`config.mk`:
```
export PLATFORM = sky130hd
export DESIGN_NAME = light_conflict_monitor
export DESIGN_NICKNAME = d
export VERILOG_FILES = /design/src/rtl/traffic_pkg.sv /design/src/rtl/traffic_flash_gen.sv /design/src/rtl/light_conflict_monitor.sv
export SDC_FILE = /design/constraint.sdc
export NUM_CORES = 1
export LEC_CHECK = 0
export ABC_AREA = 0
export BUFFER_PORTS_ARGS = -buffer_cell sky130_fd_sc_hd__buf_2
export CAP_MARGIN = 40
export CORE_ASPECT_RATIO = 1.75
export CORE_MARGIN = 2
export CORE_UTILIZATION = 50
export CTS_BUF_LIST = sky130_fd_sc_hd__clkbuf_16
export DETAILED_ROUTE_END_ITERATION = 10
export GPL_TIMING_DRIVEN = 0
export PLACE_DENSITY = 0.75
export SYNTH_ARGS = -nofsm -noshare
export SYNTH_HDL_FRONTEND = slang
export SYNTH_SLANG_ARGS = --single-unit
```
`constraint.sdc`:
```
create_clock -name clk -period 2.2 [get_ports clk]
set_input_delay 0.22 -clock clk [delete_from_list [all_inputs] [get_ports clk]]
set_output_delay 0.22 -clock clk [all_outputs]
set_load 0.05 [all_outputs]
```
`src/rtl/traffic_pkg.sv`:
```
// Shared lamp encodings, fault codes and monitor states for the
// traffic-light safety path.
package traffic_pkg;

  localparam logic [2:0]  LAMP_GREEN  = 3'b100;
  localparam logic [2:0]  LAMP_YELLOW = 3'b010;
  localparam logic [2:0]  LAMP_RED    = 3'b001;
  localparam logic [11:0] ALL_RED     = {4{LAMP_RED}};
  localparam int          NUM_GROUPS  = 4;

  typedef enum logic [2:0] {
    FC_NONE     = 3'd0,
    FC_BAD_ENC  = 3'd1,
    FC_CONFLICT = 3'd2,
    FC_STUCK    = 3'd3
  } fault_code_t;

  typedef enum logic [1:0] {
    MONITOR = 2'd0,
    FAULT   = 2'd1,
    RECOVER = 2'd2
  } mon_state_t;

  // A group is well formed only if exactly one of its three lamps is lit.
  function automatic logic lamp_valid(input logic [2:0] grp);
    return (grp == LAMP_GREEN) || (grp == LAMP_YELLOW) || (grp == LAMP_RED);
  endfunction

endpackage

```
`src/rtl/traffic_flash_gen.sv`:
```
// Fail-safe flash phase generator: restart forces the "reds lit" phase,
// enable lets the phase toggle every FLASH_HALF cycles, otherwise idle dark.
module traffic_flash_gen
  import traffic_pkg::*;
#(
  parameter int FLASH_HALF = 4
) (
  input  logic clk,
  input  logic rst,
  input  logic enable,
  input  logic restart,
  output logic phase
);

  localparam int FC_W = $clog2(FLASH_HALF + 1);

  logic [FC_W-1:0] r_fc;
  logic            r_phase;

  // Half-period counter and phase toggle.
  always_ff @(posedge clk or posedge rst) begin
    if (rst) begin
      r_fc    <= '0;
      r_phase <= 1'b0;
    end else if (restart) begin
      r_fc    <= '0;
      r_phase <= 1'b1;
    end else if (enable) begin
      if (32'(r_fc) >= FLASH_HALF - 1) begin
        r_fc    <= '0;
        r_phase <= ~r_phase;
      end else begin
        r_fc <= r_fc + FC_W'(1);
      end
    end else begin
      r_fc    <= '0;
      r_phase <= 1'b0;
    end
  end

  assign phase = r_phase;

endmodule

```
`src/rtl/light_conflict_monitor.sv`:
```
// Safety monitor between the light controller and the lamp drivers.
// Registers the controller bus, checks encoding / right-of-way / liveness,
// passes legal patterns through and falls back to a flashing all-red.
module light_conflict_monitor
  import traffic_pkg::*;
#(
  parameter int CONFLICT_CYCLES = 2,
  parameter int STUCK_CYCLES    = 255,
  parameter int FLASH_HALF      = 4,
  parameter int RECOVER_CYCLES  = 8
) (
  input  logic        clk,
  input  logic        rst,
  input  logic [11:0] light_in,
  input  logic        fault_clr,
  output logic [11:0] lamp_out,
  output logic        fault,
  output logic [2:0]  fault_code,
  output logic        flash
);

  localparam int SC_W = $clog2(STUCK_CYCLES + 1);
  localparam int RC_W = $clog2(RECOVER_CYCLES + 1);

  logic [11:0]     r_in_q, r_prev_q, r_lamp;
  mon_state_t      r_state;
  fault_code_t     r_code;
  logic [3:0]      r_pc;
  logic [SC_W-1:0] r_sc;
  logic [RC_W-1:0] r_rc;

  logic [NUM_GROUPS-1:0] w_grp_bad, w_grp_lit;
  logic w_v1, w_v2, w_v3, w_viol, w_same, w_pc_trig, w_clr_ok;
  logic w_restart, w_flash_en, w_pc_clr, w_sc_clr, w_phase;
  mon_state_t      w_state_next;
  fault_code_t     w_code_next;
  logic [RC_W-1:0] w_rc_next;

  // Per-group decode; "lit" only matters once every group is well formed.
  for (genvar gi = 0; gi < NUM_GROUPS; gi++) begin : g_grp
    assign w_grp_bad[gi] = !lamp_valid(r_in_q[gi*3 +: 3]);
    assign w_grp_lit[gi] = (r_in_q[gi*3 +: 3] != LAMP_RED);
  end

  assign w_v1      = |w_grp_bad;
  assign w_v2      = !w_v1 && ((w_grp_lit & (w_grp_lit - 4'd1)) != 4'd0);
  assign w_viol    = w_v1 || w_v2;
  assign w_same    = (r_in_q == r_prev_q);
  assign w_pc_trig = w_viol && ((32'(r_pc) + 1) >= CONFLICT_CYCLES);
  assign w_v3      = w_same && ((32'(r_sc) + 1) >= STUCK_CYCLES);
  assign w_clr_ok  = fault_clr && !w_viol;

  // Next-state and side-effect decisions for the monitor FSM.
  always_comb begin
    w_state_next = r_state;
    w_code_next  = r_code;
    w_rc_next    = '0;
    w_restart    = 1'b0;
    w_flash_en   = 1'b0;
    w_pc_clr     = 1'b0;
    w_sc_clr     = 1'b0;
    case (r_state)
      MONITOR: begin
        if (w_pc_trig || w_v3) begin
          w_state_next = FAULT;
          w_code_next  = w_v1 ? FC_BAD_ENC : (w_v2 ? FC_CONFLICT : FC_STUCK);
          w_restart    = 1'b1;
        end
      end
      FAULT: begin
        if (w_clr_ok) begin
          // A clear beats a simultaneous stuck detection.
          w_state_next = RECOVER;
          w_sc_clr     = 1'b1;
        end else begin
          w_flash_en = 1'b1;
        end
      end
      RECOVER: begin
        if (w_viol) begin
          w_state_next = FAULT;
          w_code_next  = w_v1 ? FC_BAD_ENC : FC_CONFLICT;
          w_restart    = 1'b1;
        end else if (32'(r_rc) >= RECOVER_CYCLES - 1) begin
          w_state_next = MONITOR;
          w_code_next  = FC_NONE;
          w_pc_clr     = 1'b1;
          w_sc_clr     = 1'b1;
        end else begin
          w_rc_next = r_rc + RC_W'(1);
        end
      end
      default: w_state_next = MONITOR;
    endcase
  end

  // State, input pipeline and persistence / stuck counters.
  always_ff @(posedge clk or posedge rst) begin
    if (rst) begin
      r_state  <= MONITOR;
      r_code   <= FC_NONE;
      r_in_q   <= ALL_RED;
      r_prev_q <= ALL_RED;
      r_lamp   <= ALL_RED;
      r_pc     <= '0;
      r_sc     <= '0;
      r_rc     <= '0;
    end else begin
      r_state  <= w_state_next;
      r_code   <= w_code_next;
      r_in_q   <= light_in;
      r_prev_q <= r_in_q;
      r_lamp   <= w_viol ? ALL_RED : r_in_q;
      r_rc     <= w_rc_next;
      if (w_pc_clr || !w_viol)
        r_pc <= '0;
      else if (32'(r_pc) < CONFLICT_CYCLES)
        r_pc <= r_pc + 4'd1;
      if (w_sc_clr || !w_same)
        r_sc <= '0;
      else if (32'(r_sc) < STUCK_CYCLES)
        r_sc <= r_sc + SC_W'(1);
    end
  end

  traffic_flash_gen #(
    .FLASH_HALF(FLASH_HALF)
  ) u_flash (
    .clk    (clk),
    .rst    (rst),
    .enable (w_flash_en),
    .restart(w_restart),
    .phase  (w_phase)
  );

  // Lamp selection: pass-through in MONITOR, flashing reds in FAULT,
  // solid reds while recovering.
  always_comb begin
    case (r_state)
      MONITOR: lamp_out = r_lamp;
      FAULT:   lamp_out = w_phase ? ALL_RED : 12'h000;
      default: lamp_out = ALL_RED;
    endcase
  end

  assign fault      = (r_state != MONITOR);
  assign fault_code = r_code;
  assign flash      = w_phase;

endmodule

```
## Word level (Yosys, flattened, before mapping)

Index checks and enable logic that the tools add are counted.

| storage, ports and cells | value |
|---|---|
| bits in registers | 61 |
| input port bits | 15 |
| word-level logic and storage cells | 118 |

| operators by class | value |
|---|---|
| add/sub/neg operators | 7 |
| order comparisons | 6 |
| equal/unequal tests | 23 |
| mux-type cells | 38 |
| bitwise gates (word level) | 2 |
| reduce and logical (&&, ||, !) cells | 32 |

Operators with widths:

| kind | count |
|---|---|
| $pmux W12 S2 | 1 |
| $mux W4 | 5 |
| $mux W3 | 6 |
| $mux W8 | 2 |
| $eq A12 B12 Y1 | 1 |
| $eq A3 B1 Y1 const B | 4 |
| $eq A3 B2 Y1 const B | 4 |
| $eq A3 B3 Y1 const B | 4 |
| $logic_or A1 B1 Y1 | 12 |
| $mux W1 | 12 |
| $mux W12 | 1 |
| $mux W2 | 6 |
| $ne A3 B1 Y1 const B | 4 |
| $mux W10 | 1 |
| $add A8 B1 Y9 const B | 1 |
| $ge A9 B8 Y1 const B | 1 |
| $add A4 B1 Y4 const B | 2 |
| $add A8 B1 Y8 const B | 1 |
| $lt A8 B8 Y1 const B | 1 |
| $reduce_bool A2 Y1 | 4 |
| $logic_not A1 Y1 | 7 |
| $ne A3 B3 Y1 const B | 2 |
| $pmux W2 S3 | 1 |
| $pmux W3 S2 | 1 |
| other kinds (18) | 24 |

## Longest topological paths before layout

| logic depth | value |
|---|---|
| word-level depth | 14 |
| gate-level depth with buffers | 9 |

## Cells and area by module

A second synthesis with hierarchy kept.

| second synthesis, totals | value |
|---|---|
| cells, all modules | 255 |
| area, all modules | 2811.4 um^2 |

By module, submodules not included:

| module | times used | cells each | area an instance (um^2) | seq. area each (um^2) |
|---|---|---|---|---|
| light_conflict_monitor | 1 | 239 | 2627.5 | 1416.4 |
| traffic_flash_gen | 1 | 16 | 183.9 | 100.1 |

## Worst setup path after synthesis

OpenSTA, ideal clock, no wires.

| timing path | value |
|---|---|
| kind | register -> register |
| from | register r_sc[1] |
| to | register r_state[1] |
| data arrival time | 2.286 ns |
| data required time | 2.072 ns |
| slack | -0.214 ns |
| cell stages (with the launch flop) | 9 |
| clock period less this slack | 2.414 ns |
| path through | dfrtp_1 ha_1 buf_4 xor2_1 o2111ai_1 o31a_1 o32a_4 a211oi_2 mux2_1 |

| between the ends | value |
|---|---|
| cells in the longest elaborated chain, start to end | 6 |

RTL lines:

| item | RTL line | source |
|---|---|---|
| from (decl) | light_conflict_monitor.sv:29 | `logic [SC_W-1:0] r_sc;` |
| from (signal assigned) | light_conflict_monitor.sv:122 | `r_sc <= r_sc + SC_W'(1);` |
| $add A8 B1 Y9 | light_conflict_monitor.sv:50 | `assign w_v3 = w_same && ((32'(r_sc) + 1) >= STUCK_CYCLES);` |
| $ge A9 B8 Y1 | light_conflict_monitor.sv:50 |  |
| $logic_and A1 B1 Y1 | light_conflict_monitor.sv:50 |  |
| $logic_or A1 B1 Y1 | light_conflict_monitor.sv:64 | `if (w_pc_trig \|\| w_v3) begin` |
| $ne A2 B2 Y1 (no source line) | -- |  |
| $reduce_and A3 Y1 (no source line) | -- |  |
| to (signal assigned) | light_conflict_monitor.sv:109 | `r_state <= w_state_next;` |
| to (decl) | light_conflict_monitor.sv:26 | `mon_state_t r_state;` |

No other way between the ends.
A chain may end at the register's enable or synchronous reset.

## Worst setup path after layout

| timing path | value |
|---|---|
| from | register r_sc[0] |
| to | register r_state[1] |

The elaborated chain is that of the path after synthesis.

==> results.md <==
- Final Non-Filler Cells: around 380
- Setup TNS: -0.6070 ns
- Wire length per cell: 14.14 um
- Syn Nets: 263
- Lkg Pwr: 1.743 nW
- CTS sink cnt: 60
- Slowest CP cell: dfrtp_1
- Critical path origin: r_sc[0]
- Mapped Cells: about 240
- Setup CP Type: flop to flop
- Sw frac: around a third
- Worst Skew: 0.007520 ns
- Highest clock rate: 414.4 MHz
- Unrepaired setup endpoints after global routing: yes
- Worst path buffer plus inverter count: 2
- Critical Path AT: 2.62 ns
- Share of cells above drive strength 1: 35.29%
- Core area: ~5500 um2
- Final worst setup slack: -0.2130 ns
- Largest cells by area after synthesis: dfrtp_1 43%, dfstp_2 11%, xor2_1 5.7%
- Area growth, synth to finish: 31.76%
- Max-slew violations: 0
- Width of the die: 60.38 um
- Slew HR: 51.93%
- Failing checks: setup timing
- Clock Latency Late Sink: 0.33 ns
- Port Buf Inserts: 30
- EDFF count, synth: 0
- Yosys warns: 0
- Avg Vias per Cell: about 5.0
- Root Buffer: clkbuf_16
- First-pass GRT wire length: 8818 um
- Grt ovf: 0
- DRC: 0
- Clock-pin slew on the worst setup and hold paths: 0.05 ns
- Diodes inserted: 0
- Vias post-DR: about 1900
- CP Launch Type: flop
- Run status: finished, violations left
- Number of synthesized register bits: 60
- Crit path cell chain: buf_6, inv_4, ha_4, nor2_4, o2111ai_2, o31a_1, o32a_4, a211oi_4, mux2_4
- GPL Wtd Cong: roughly 0.83
- Actual slew at the worst max-slew pin: 0.7200 ns
- Syn avg cell area: 11.74 um2
- Antenna violations before repair: 0
- Place WS: -0.2960 ns
- Die height: just over 100 um
- Hold Crit Class: input port to asynchronous set/reset pin
- Top delay family on crit path: compound AO/OA/AOI/OAI gates
- Pint: 2.428 mW
- Clk pwr share: 35.8%
- Routing usage on met3: 5.019%
- CP Capture Type: flop
- Largest net degree at the start of global routing: 36
- Register share of total power: 34.2%
- Most used DFF post-synth: dfrtp_1
- Crit Reg-Reg Startpoint: r_sc[0]
- CP peak stage delay: 0.38 ns
- Dominant cell type by area after synthesis: dfrtp_1
- Ports: 32
- Synth unique cells: 50
- Final setup fails: 5
- Gr usage total: 19.61%
- Std cell rows: 36
- Max cap viols: 0
- Remaining antenna violation count: 0
- Final net count: ~330
- Top fanout value on the critical path: 5
- DR pass1 iterations: 4
- Grt met1 use: 21.89%
- Synth top area share: a little over two fifths
- Power density over the cells: 1000 nW/um2
- CTS tree: built
- Combinational power share: 30.0%
- Met2 Track Usage GR: 32.94%
- Netlist Area Pre-Place: 2781 um2
- Hpwl dp: 3492 um
- DRT iter0 DRCs: 49
- Fin crit share: 109.7%
- Vias in the first global route: 1926
- H-tree levels: 3
- Cts bufs inserted: 9
- DP Cell Count: between 300 and 400
- Net switching power: 1.238 mW
- Full die area: 6199 um2
- Fin. Hold Viols: 0
- VDD IR max: 1.039 mV
- Min Clock Period, post-route: 2.413 ns
- Drt total wl: 5400 um
- Sequential share of the synthesized area: between 50% and 60%
- Async SR Flop Fraction: 100.0%
- Critical Path RT: 2.41 ns
- Busiest grt layer: met2
- Clock buffer depth: 2
- Initial Utilization: 51.03%
-- worst reg2reg max path: stages, from the launching register on --
cell and delay [ns]:
dfrtp_1 0.38, buf_6 0.13, inv_4 0.04, ha_4 0.19, nor2_4 0.08, o2111ai_2 0.14, o31a_1 0.34, o32a_4 0.37
a211oi_4 0.30, mux2_4 0.32
-- registers in the layout, summed over array words and instances (netlist names) --
signal and cells:
u_flash.phase 1, fault_code 2, r_pc 4, u_flash.r_fc 3
r_in_q 12, r_state 2, r_prev_q 12, r_sc 8
r_rc 4, r_lamp 12
-- layer usage --
layer  up-vias  share of wire, %
met2        40                54
met5         -                 0
met4         0               3.1
met1       927                40
li1        945                 -
met3        11               2.8
-- kinds of logic after synthesis --
family	share of synthesized area (%)
other cells	0.1348
buf+inv	3.239
compound gates	10.48
mux	1.664
flops	54.52
xor+xnor	6.613
simple gates	18.40
fa+ha+maj	4.948
-- layout by cell type (no fill, tap or decap), drive strengths merged, types with 4 or more instances in the layout --
cell,instances
nor3b,6
dfrtp,48
o21ai,6
a21oi,10
clkinv,5
ha,11
a211oi,5
and2,18
nand2,16
clkbuf,11
buf,48
nor2,14
nand3,8
nor4,4
dlygate4sd3,11
dfstp,12
inv,9
or3,5
xor2,18
-- power by group through the flow --
| stage | clock network (mW) | logic (mW) | registers (mW) |
|---|---|---|---|
| after floorplan | 0 | 0.645 | 1.31 |
| after global placement | 0 | 0.883 | 1.26 |
| after detailed placement | 0 | 0.901 | 1.26 |
| after CTS | 1.34 | 1.00 | 1.25 |
| after global routing | 1.38 | 1.20 | 1.26 |
| final | 1.31 | 1.10 | 1.25 |
-- cell usage after synthesis, types with 6 or more instances --
| cell | count |
|---|---|
| nand2_1 | 16 |
| ha_1 | 11 |
| inv_1 | 9 |
| nor2_1 | 13 |
| and2_1 | 17 |
| o21ai_0 | 6 |
| nand3_1 | 8 |
| xor2_1 | 18 |
| a21oi_1 | 10 |
| dfstp_2 | 12 |
| dfrtp_1 | 48 |
-- stage by stage --
| stage | hold slack [ns] | cell area [um2] | power [mW] | utilization (%) |
|---|---|---|---|---|
| detailed placement | 0.3261 | 3063 | 2.165 | 56.20 |
| CTS | 0.002575 | 3575 | 3.586 | 65.59 |
| finish | 0.008615 | 3665 | 3.666 | 67.24 |
| global route | 0.002791 | 3665 | 3.837 | 67.24 |
| floorplan | 0.2245 | 2798 | 1.959 | - |
| global placement | 0.3256 | 3043 | 2.143 | 55.83 |
-- final cells by class --
cell class / count / area (um2)
plain buffers: 5 / 38.79
clock inverters: 7 / 57.56
inverters: 9 / 36.28
well taps: 76 / 95.09
repair buffers: 56 / 387.9
multi-input cells: 160 / 1304
fillers: 401 / 1785
flip-flops and latches: 60 / 1520
clock buffers: 9 / 225.2
-- repair_timing --
item / 4_1_cts / 5_1_grt
pin swaps: 17 / 9
gates cloned: 0 / 0
hold buffers: 11 / 0
gates resized for setup: 12 / 16
setup endpoints to repair: 14 / 29
hold endpoints to repair: 11 / 0
setup buffers: 9 / 5
-- final timing paths --
kind                       cells past startpoint     endpoint  slack (ns)
max                                            9   r_state[1]       -0.21
min                                            2      r_sc[6]       0.009
max reg2reg                                    9   r_state[1]       -0.21
min reg2reg                                    0  r_prev_q[9]        0.39
max in group asynchronous                      3    r_in_q[9]        1.51
min in group clk                               1   r_in_q[10]        0.01
No activity file was read; power rests on OpenSTA's default activity.
